## src/rtl/mem_lock_arbiter.sv

```systemverilog
`default_nettype none
// ============================================================================
// Module      : mem_lock_arbiter
// Description : Round-robin arbiter giving NCH cores access to a single-port
//               RAM, plus an advisory lock table with per-entry owner tracking.
// Revision    : 1.0 - initial release
// ============================================================================
module mem_lock_arbiter #(
  parameter int NCH = 4,
  parameter int DW  = 16,
  parameter int AW  = 16,
  parameter int LW  = 4
) (
  input  logic              clk,
  input  logic              reset,
  input  logic [NCH-1:0]    rd_req,
  input  logic [NCH-1:0]    wr_req,
  input  logic [NCH*AW-1:0] req_adr,
  input  logic [NCH*DW-1:0] req_wdat,
  output logic [NCH-1:0]    ac,
  output logic [DW-1:0]     rd_dat,
  input  logic [NCH-1:0]    lock_en,
  input  logic [NCH-1:0]    unlock_en,
  input  logic [NCH*LW-1:0] lock_adr,
  output logic [NCH-1:0]    lock_ac,
  output logic [AW-1:0]     mem_adr,
  output logic [DW-1:0]     mem_wdat,
  output logic              mem_we,
  output logic              mem_re,
  input  logic [DW-1:0]     mem_rdat
);

  localparam int c_IDW  = $clog2(NCH);
  localparam int c_NENT = 1 << LW;

  typedef enum logic [0:0] {S_IDLE = 1'b0, S_BUSY = 1'b1} state_t;

  state_t             r_state;
  logic [c_IDW-1:0]   r_grant;
  logic [c_IDW-1:0]   r_last;
  logic               r_is_rd;
  logic [NCH-1:0]     r_ac;
  logic [c_NENT-1:0]  r_valid;
  logic [c_IDW-1:0]   r_owner [c_NENT];
  logic [NCH-1:0]     r_lock_ac;

  logic [AW-1:0]      w_adr  [NCH];
  logic [DW-1:0]      w_wdat [NCH];
  logic [LW-1:0]      w_ladr [NCH];
  logic [NCH-1:0]     w_req;
  logic               w_any;
  logic               w_found;
  int                 w_idx;
  logic [c_IDW-1:0]   w_sel;
  logic               w_grant_cyc;
  logic               w_wr;
  logic               w_rd;
  logic [c_NENT-1:0]  w_valid_nx;
  logic [c_NENT-1:0]  w_taken;
  logic [c_IDW-1:0]   w_owner_nx [c_NENT];
  logic [NCH-1:0]     w_lock_ack;

  for (genvar i = 0; i < NCH; i++) begin : g_unpack
    assign w_adr[i]  = req_adr[i*AW +: AW];
    assign w_wdat[i] = req_wdat[i*DW +: DW];
    assign w_ladr[i] = lock_adr[i*LW +: LW];
  end

  // Round-robin search begins one past the last served channel
  always_comb begin
    w_req   = rd_req | wr_req;
    w_any   = |w_req;
    w_sel   = r_last;
    w_found = 1'b0;
    w_idx   = 0;
    for (int k = 1; k <= NCH; k++) begin
      w_idx = (int'(r_last) + k) % NCH;
      if (!w_found && w_req[c_IDW'(w_idx)]) begin
        w_found = 1'b1;
        w_sel   = c_IDW'(w_idx);
      end
    end
  end

  // Write wins when a channel raises both requests; its read waits a later grant
  assign w_grant_cyc = (r_state == S_IDLE) && w_any && !reset;
  assign w_wr        = wr_req[w_sel];
  assign w_rd        = rd_req[w_sel] & ~w_wr;
  assign mem_we      = w_grant_cyc & w_wr;
  assign mem_re      = w_grant_cyc & w_rd;
  assign mem_adr     = w_grant_cyc ? w_adr[w_sel]  : '0;
  assign mem_wdat    = w_grant_cyc ? w_wdat[w_sel] : '0;
  assign ac          = r_ac;
  assign rd_dat      = (r_state == S_BUSY && r_is_rd) ? mem_rdat : '0;
  assign lock_ac     = r_lock_ac;

  always_ff @(posedge clk or posedge reset) begin
    if (reset) begin
      r_state <= S_IDLE;
      r_grant <= '0;
      r_last  <= c_IDW'(NCH - 1);
      r_is_rd <= 1'b0;
      r_ac    <= '0;
    end else begin
      r_ac <= '0;
      case (r_state)
        S_IDLE: begin
          if (w_any) begin
            r_state     <= S_BUSY;
            r_grant     <= w_sel;
            r_is_rd     <= w_rd;
            r_ac[w_sel] <= 1'b1;
          end
        end
        S_BUSY: begin
          r_state <= S_IDLE;
          r_last  <= r_grant;
        end
        default: r_state <= S_IDLE;
      endcase
    end
  end

  // Decisions read only the registered table, so a release is visible next cycle
  always_comb begin
    w_valid_nx = r_valid;
    w_owner_nx = r_owner;
    w_lock_ack = '0;
    w_taken    = '0;
    for (int i = 0; i < NCH; i++) begin
      if (unlock_en[i]) begin
        w_lock_ack[i] = 1'b1;
        if (r_valid[w_ladr[i]] && r_owner[w_ladr[i]] == c_IDW'(i))
          w_valid_nx[w_ladr[i]] = 1'b0;
      end else if (lock_en[i] && !w_taken[w_ladr[i]] &&
                   (!r_valid[w_ladr[i]] || r_owner[w_ladr[i]] == c_IDW'(i))) begin
        w_taken[w_ladr[i]]    = 1'b1;
        w_valid_nx[w_ladr[i]] = 1'b1;
        w_owner_nx[w_ladr[i]] = c_IDW'(i);
        w_lock_ack[i]         = 1'b1;
      end
    end
  end

  always_ff @(posedge clk or posedge reset) begin
    if (reset) begin
      r_valid   <= '0;
      r_lock_ac <= '0;
      for (int e = 0; e < c_NENT; e++) r_owner[e] <= '0;
    end else begin
      r_valid   <= w_valid_nx;
      r_owner   <= w_owner_nx;
      r_lock_ac <= w_lock_ack;
    end
  end

endmodule
`default_nettype wire

```

## config.mk

```make
export PLATFORM = sky130hd
export DESIGN_NAME = mem_lock_arbiter
export DESIGN_NICKNAME = d
export VERILOG_FILES = /design/src/rtl/mem_lock_arbiter.sv
export SDC_FILE = /design/constraint.sdc
export NUM_CORES = 1
export LEC_CHECK = 0
export CAP_MARGIN = 10
export CORE_MARGIN = 4
export CORE_UTILIZATION = 35
export DETAILED_ROUTE_END_ITERATION = 6
export PLACE_DENSITY_LB_ADDON = 0.08
export SLEW_MARGIN = 20
export SYNTH_ARGS = -nofsm -noshare
export SYNTH_HDL_FRONTEND = slang
export SYNTH_SLANG_ARGS = --single-unit
```

## constraint.sdc

```tcl
create_clock -name clk -period 5.1 [get_ports clk]
set_input_delay 1.02 -clock clk [delete_from_list [all_inputs] [get_ports clk]]
set_output_delay 1.02 -clock clk [all_outputs]
set_load 0.005 [all_outputs]
```

=== Yosys cells after proc, flatten, opt, wreduce, memory -nomap -nowiden ===
Memories as Yosys holds them, arrays and structs flattened.
Cells that the tools add are included.

* ROM bits: 16
* Bits in registers: 62
* Memories kept: 1
* Word-level logic and storage cells: 249
* Output and inout bits: 58
* Bits of input ports: 178

* Reductions and logical operators: 46
* Equality and inequality tests: 3
* $lt $le $gt $ge: 23
* Multiplexer cells: 115
* Bitwise gates (word level): 34
* $add $sub $neg: 4

{| class="wikitable"
|+ Memories
! memory !! depth !! bits a word !! rd ports !! clocked after memory_dff !! write ports !! RTL line !! RTL
|-
| (no name shown) || 16 || 1 || 1 || 0 || 0 || 135 || <nowiki>end else if (lock_en[i] && !w_taken[w_ladr[i]] &&</nowiki>
|}

{| class="wikitable"
|+ Operator list
! cell !! count
|-
| 16-bit 2-to-1 mux || 25
|-
| 32-bit 2-to-1 mux || 8
|-
| 16-bit bitwise OR || 8
|-
| 16-bit bitwise AND || 6
|-
| 16-bit inverter || 6
|-
| 16-bit binary-select mux with 2-bit select || 2
|-
| 1-bit 2-to-1 mux || 35
|-
| 32-bit bitwise AND || 1
|-
| 2-bit binary-select mux with 4-bit select || 4
|-
| 2-bit demux with 4-bit select || 4
|-
| 2-bit 2-to-1 mux || 16
|-
| 32-bit inverter || 1
|-
| 32-bit bitwise OR || 1
|-
| 1-bit binary-select mux with 4-bit select || 7
|-
| 1-bit logical AND || 27
|-
| 5-bit >= comparator (second input constant) || 4
|-
| 4-bit by 5-bit < comparator with 1-bit output (second input constant) || 4
|-
| 5-bit by 1-bit < comparator with 1-bit output (second input constant) || 4
|-
| 4-bit inverter with 5-bit output || 4
|-
| 1-bit demux with 4-bit select || 4
|-
| 4-bit by 1-bit >= comparator with 1-bit output (second input constant) || 4
|-
| 2-bit by 4-bit < comparator with 1-bit output (second input constant) || 4
|-
| 1-bit binary-select mux with 2-bit select || 6
|-
| 1-bit logical NOT || 12
|-
| other kinds (18) || 28
|}

=== Logic depth before layout (Yosys ltp) ===
* Word-level depth: 30
* Depth in mapped cells: 16
* Gate-level depth less buffers: 11

=== Least setup slack after synthesis ===
No wires, ideal clock.

* Kind: in2reg
* From: input port lock_adr[3]
* To: register r_owner[28] in the netlist's numbering
* Stages: 16
* Setup slack: 0.053 ns
* Path buffers: 5
* Arrival time: 4.965 ns
* Required time: 5.018 ns
* Setup time: 0.082 ns
* Cell sequence: buf_2 -> buf_1 -> mux4_2 -> nand3b_1 -> nand2_1 -> a21boi_1 -> or4_1 -> buf_2 -> a41o_1 -> o2bb2ai_1 -> or4b_1 -> or4_4 -> or4_1 -> buf_4 -> buf_6 -> o22ai_1

{| class="wikitable"
|+ RTL lines
! item !! RTL line !! RTL
|-
| from (decl) || 24 || <nowiki>input logic [NCH*LW-1:0] lock_adr,</nowiki>
|-
| to (signal assigned) || 152 || <nowiki>r_owner <= w_owner_nx;</nowiki>
|-
| to (decl) || 44 || <nowiki>logic [c_IDW-1:0] r_owner [c_NENT];</nowiki>
|}

==> results.toml <==
[run_status]
status = "complete, but fails checks"
violations = "DRC"

[global_routing]
grt_start_max_net_pins = 63
grt_overflow = 0
grt_pass1_wl_mm = 59.13
first_global_vias = 9339
grt_antenna_before_repair = 3
grt.total_usage = 0.3535

[die]
ios = 236
fp.coreArea_mm2 = 0.02023
die_w_um = 151.3
num_rows = 52
die_area_mm2 = 0.02291
start_util = 0.3554
die_h_um = 151.3

[cts]
clk_pin_slew_ps = 60
clock-sinks = 62
cts_hold_buffers = 0
cts_buffers = 9
cts_tree = "done"
clock_latency_ps = 350
ctsHtreeMaxLevel = 3
cts_root_buf = "clkbuf_16"
cts_buffer_depth = 2

[yosys]
syn_inst = 940
yosysMostFrequentCell = "nand2_1"
synth_top_area_share = 0.2088
synth-seq-cells = 62
yosysTopAreaCell = "dfrtp_1"
synth_warnings = 0
syn_nets = 1118
ys_async_sr_fraction = 1.000
synth_area_per_cell_um2 = 7.651
ys_types = 76
synthFlopType = "dfrtp_1"
synth_edf_count = 0
yosysSeqAreaShare = 0.2161
synth_area_mm2 = 0.007192
synthTopCellsByArea = "dfrtp_1 (21%), a211oi_1 (7.3%), mux4_2 (6.3%)"
netlist_top_cells_count = "nand2_1 (105), a211oi_1 (70), nor2_1 (66), dfrtp_1 (60), clkbuf_1 (57)"

[sta]
min_period_ps = 4997
period_share = 0.9799
setup_viol = 0
slew_violations = 0
skew_ps = 9.113
hold_viol = 0
rsz0062_at_grt = "no"
tightestPinTransition_ps = 892.6
max_freq_ghz = 0.2001
slew_headroom = 0.4049

[finish]
layout-drive-gt1-share = 0.2283
fillers = 1904
final_cells = 1608
layout-area-overhead-vs-synth_pct = 64.51
nNetsFinal = 1509
post-route-util = 0.5847

[pwr]
power_leakage_uw = 0.004670
ir_worst_vdd_v = 0.0002014
p_per_area_mw_per_mm2 = 371.6

[job]
max_cap_viol_count = 0

[worst_setup_path]
critPathLaunchType = "primary input"
worst-r2r-setup-slack_ps = 620
critPathRequiredTime_ps = 5330
path_max_fanout = 15
critPathCaptureType = "flop"
path_class = "primary input to flop"
arrival_ps = 5230

[routing]
ant_nets = 0
wirelength_mm = 42.05
drc = 28
vias = 9711
drt_first_iter_violations = 1032
wire_per_inst_um = 26.15
firstDrtPassIters = 7
viasPerCell = 6.039

[place]
post-dp-hpwl_mm = 33.87
dp.cells = 1581
port_buffers = 235
gp_congestion = 1.068

[worst_hold_path]
worstHoldPathType = "flop to flop"
==> final timing paths <==
kind | from | end | depth (start not counted)
max in group asynchronous | reset | r_valid[14]$_DFF_PP0_ | 3
min in group asynchronous | reset | r_state$_DFF_PP0_ | 3
min | r_grant[0]$_DFFE_PP0P_ | r_grant[0]$_DFFE_PP0P_ | 2
max reg2reg | r_valid[1]$_DFF_PP0_ | r_valid[6]$_DFF_PP0_ | 12
max | lock_adr[9] | r_owner[19]$_DFF_PP0_ | 20
min reg2reg | r_grant[0]$_DFFE_PP0P_ | r_grant[0]$_DFFE_PP0P_ | 2
==> layout make-up <==
cell class | count | area, µm² | share of cell area
Timing Repair Buffer | 454 | 4190 | 0.3542
Tap cell | 270 | 337.8 | 0.02855
Inverter | 18 | 67.56 | 0.005711
Clock buffer | 10 | 229.0 | 0.01935
Antenna cell | 2 | 5.005 | 0.0004230
Multi-Input combinational cell | 786 | 5409 | 0.4572
Clock inverter | 6 | 38.79 | 0.003278
Sequential cell | 62 | 1554 | 0.1313
==> power breakdown <==
group / switching, µW / internal (µW) / leakage (µW)
registers: 419 / 692 / 0.000732
clock network: 250 / 327 / 0.000128
logic: 1330 / 1380 / 0.00381
==> layer usage <==
layer / GRT usage / up-vias / share of wire / wire length (µm)
li1: - / 4379 / - / -
met1: 0.4611 / 4555 / 0.39 / 16220
met2: 0.5461 / 643 / 0.44 / 18610
met3: 0.08468 / 134 / 0.11 / 4754
met4: 0.1750 / 0 / 0.059 / 2463
met5: 0 / - / 0 / 0
==> cells by family after synthesis <==
group / count (synthesis) / share of synthesized area
xor gates and xnor gates: 7 / 0.008525
buffers and inverters: 92 / 0.05567
AOI/OAI and AO/OA: 310 / 0.3032
DFF: 62 / 0.2161
muxes: 58 / 0.1162
and+or+nand+nor: 411 / 0.3003
==> registers in the layout, indices dropped and copies added, names as in the netlist <==
| signal | count |
|---|---|
| ac | 4 |
| lock_ac | 4 |
| r_grant | 2 |
| r_is_rd | 1 |
| r_last | 2 |
| r_owner | 32 |
| r_state | 1 |
| r_valid | 16 |
==> placed cells by master (no fill, tap or decap), drive strengths merged, types with 7 or more instances in the layout <==
| master | instances |
|---|---|
| a211oi | 70 |
| a21boi | 10 |
| a21oi | 28 |
| a22oi | 17 |
| a31oi | 8 |
| and2 | 11 |
| and3 | 20 |
| buf | 216 |
| clkbuf | 14 |
| clkdlybuf4s50 | 230 |
| dfrtp | 60 |
| inv | 18 |
| mux2i | 34 |
| mux4 | 20 |
| nand2 | 105 |
| nand2b | 28 |
| nand3 | 20 |
| nand4 | 10 |
| nor2 | 66 |
| nor2b | 54 |
| nor3 | 37 |
| nor3b | 7 |
| nor4 | 14 |
| o21ai | 61 |
| o22ai | 23 |
| o31ai | 8 |
| or3 | 11 |
==> worst max-delay path, stage by stage <==
cell and delay (ps):
clkdlybuf4s50_1 510, buf_12 180, buf_4 180, buf_4 150, mux4_2 370, a22oi_1 260
nand2_1 160, inv_1 70, o21ai_0 80, buf_4 150, nor3_1 380, buf_4 240
nand3_1 120, buf_4 180, o211a_1 230, o21ai_0 250, buf_4 160, nor4_1 40
buf_4 160, a221o_1 320
==> through the flow <==
step / setup slack (ps) / TNS [ps] / power, µW / hold WS, ps / area (µm²)
2_1_floorplan: 52.77 / 0 / 2326 / 440.2 / 7192
3_3_place_gp: -613.8 / -25620 / 3646 / 452.8 / 11260
3_5_place_dp: -630.2 / -25690 / 3653 / 470.8 / 11260
4_1_cts: -3.739 / -3.739 / 4272 / 484.5 / 11610
5_1_grt: 8.461 / 0 / 4615 / 516.8 / 11830
6_report: 102.6 / 0 / 4396 / 474.8 / 11830
==> what timing repair did <==
item / in CTS / in global routing
gates resized for setup: 18 / 25
gates cloned: 1 / 3
setup endpoints to repair: 46 / 43
buffers inserted: 2 / 3
pin swaps: 6 / 11
No activity file was read; power rests on OpenSTA's default activity.
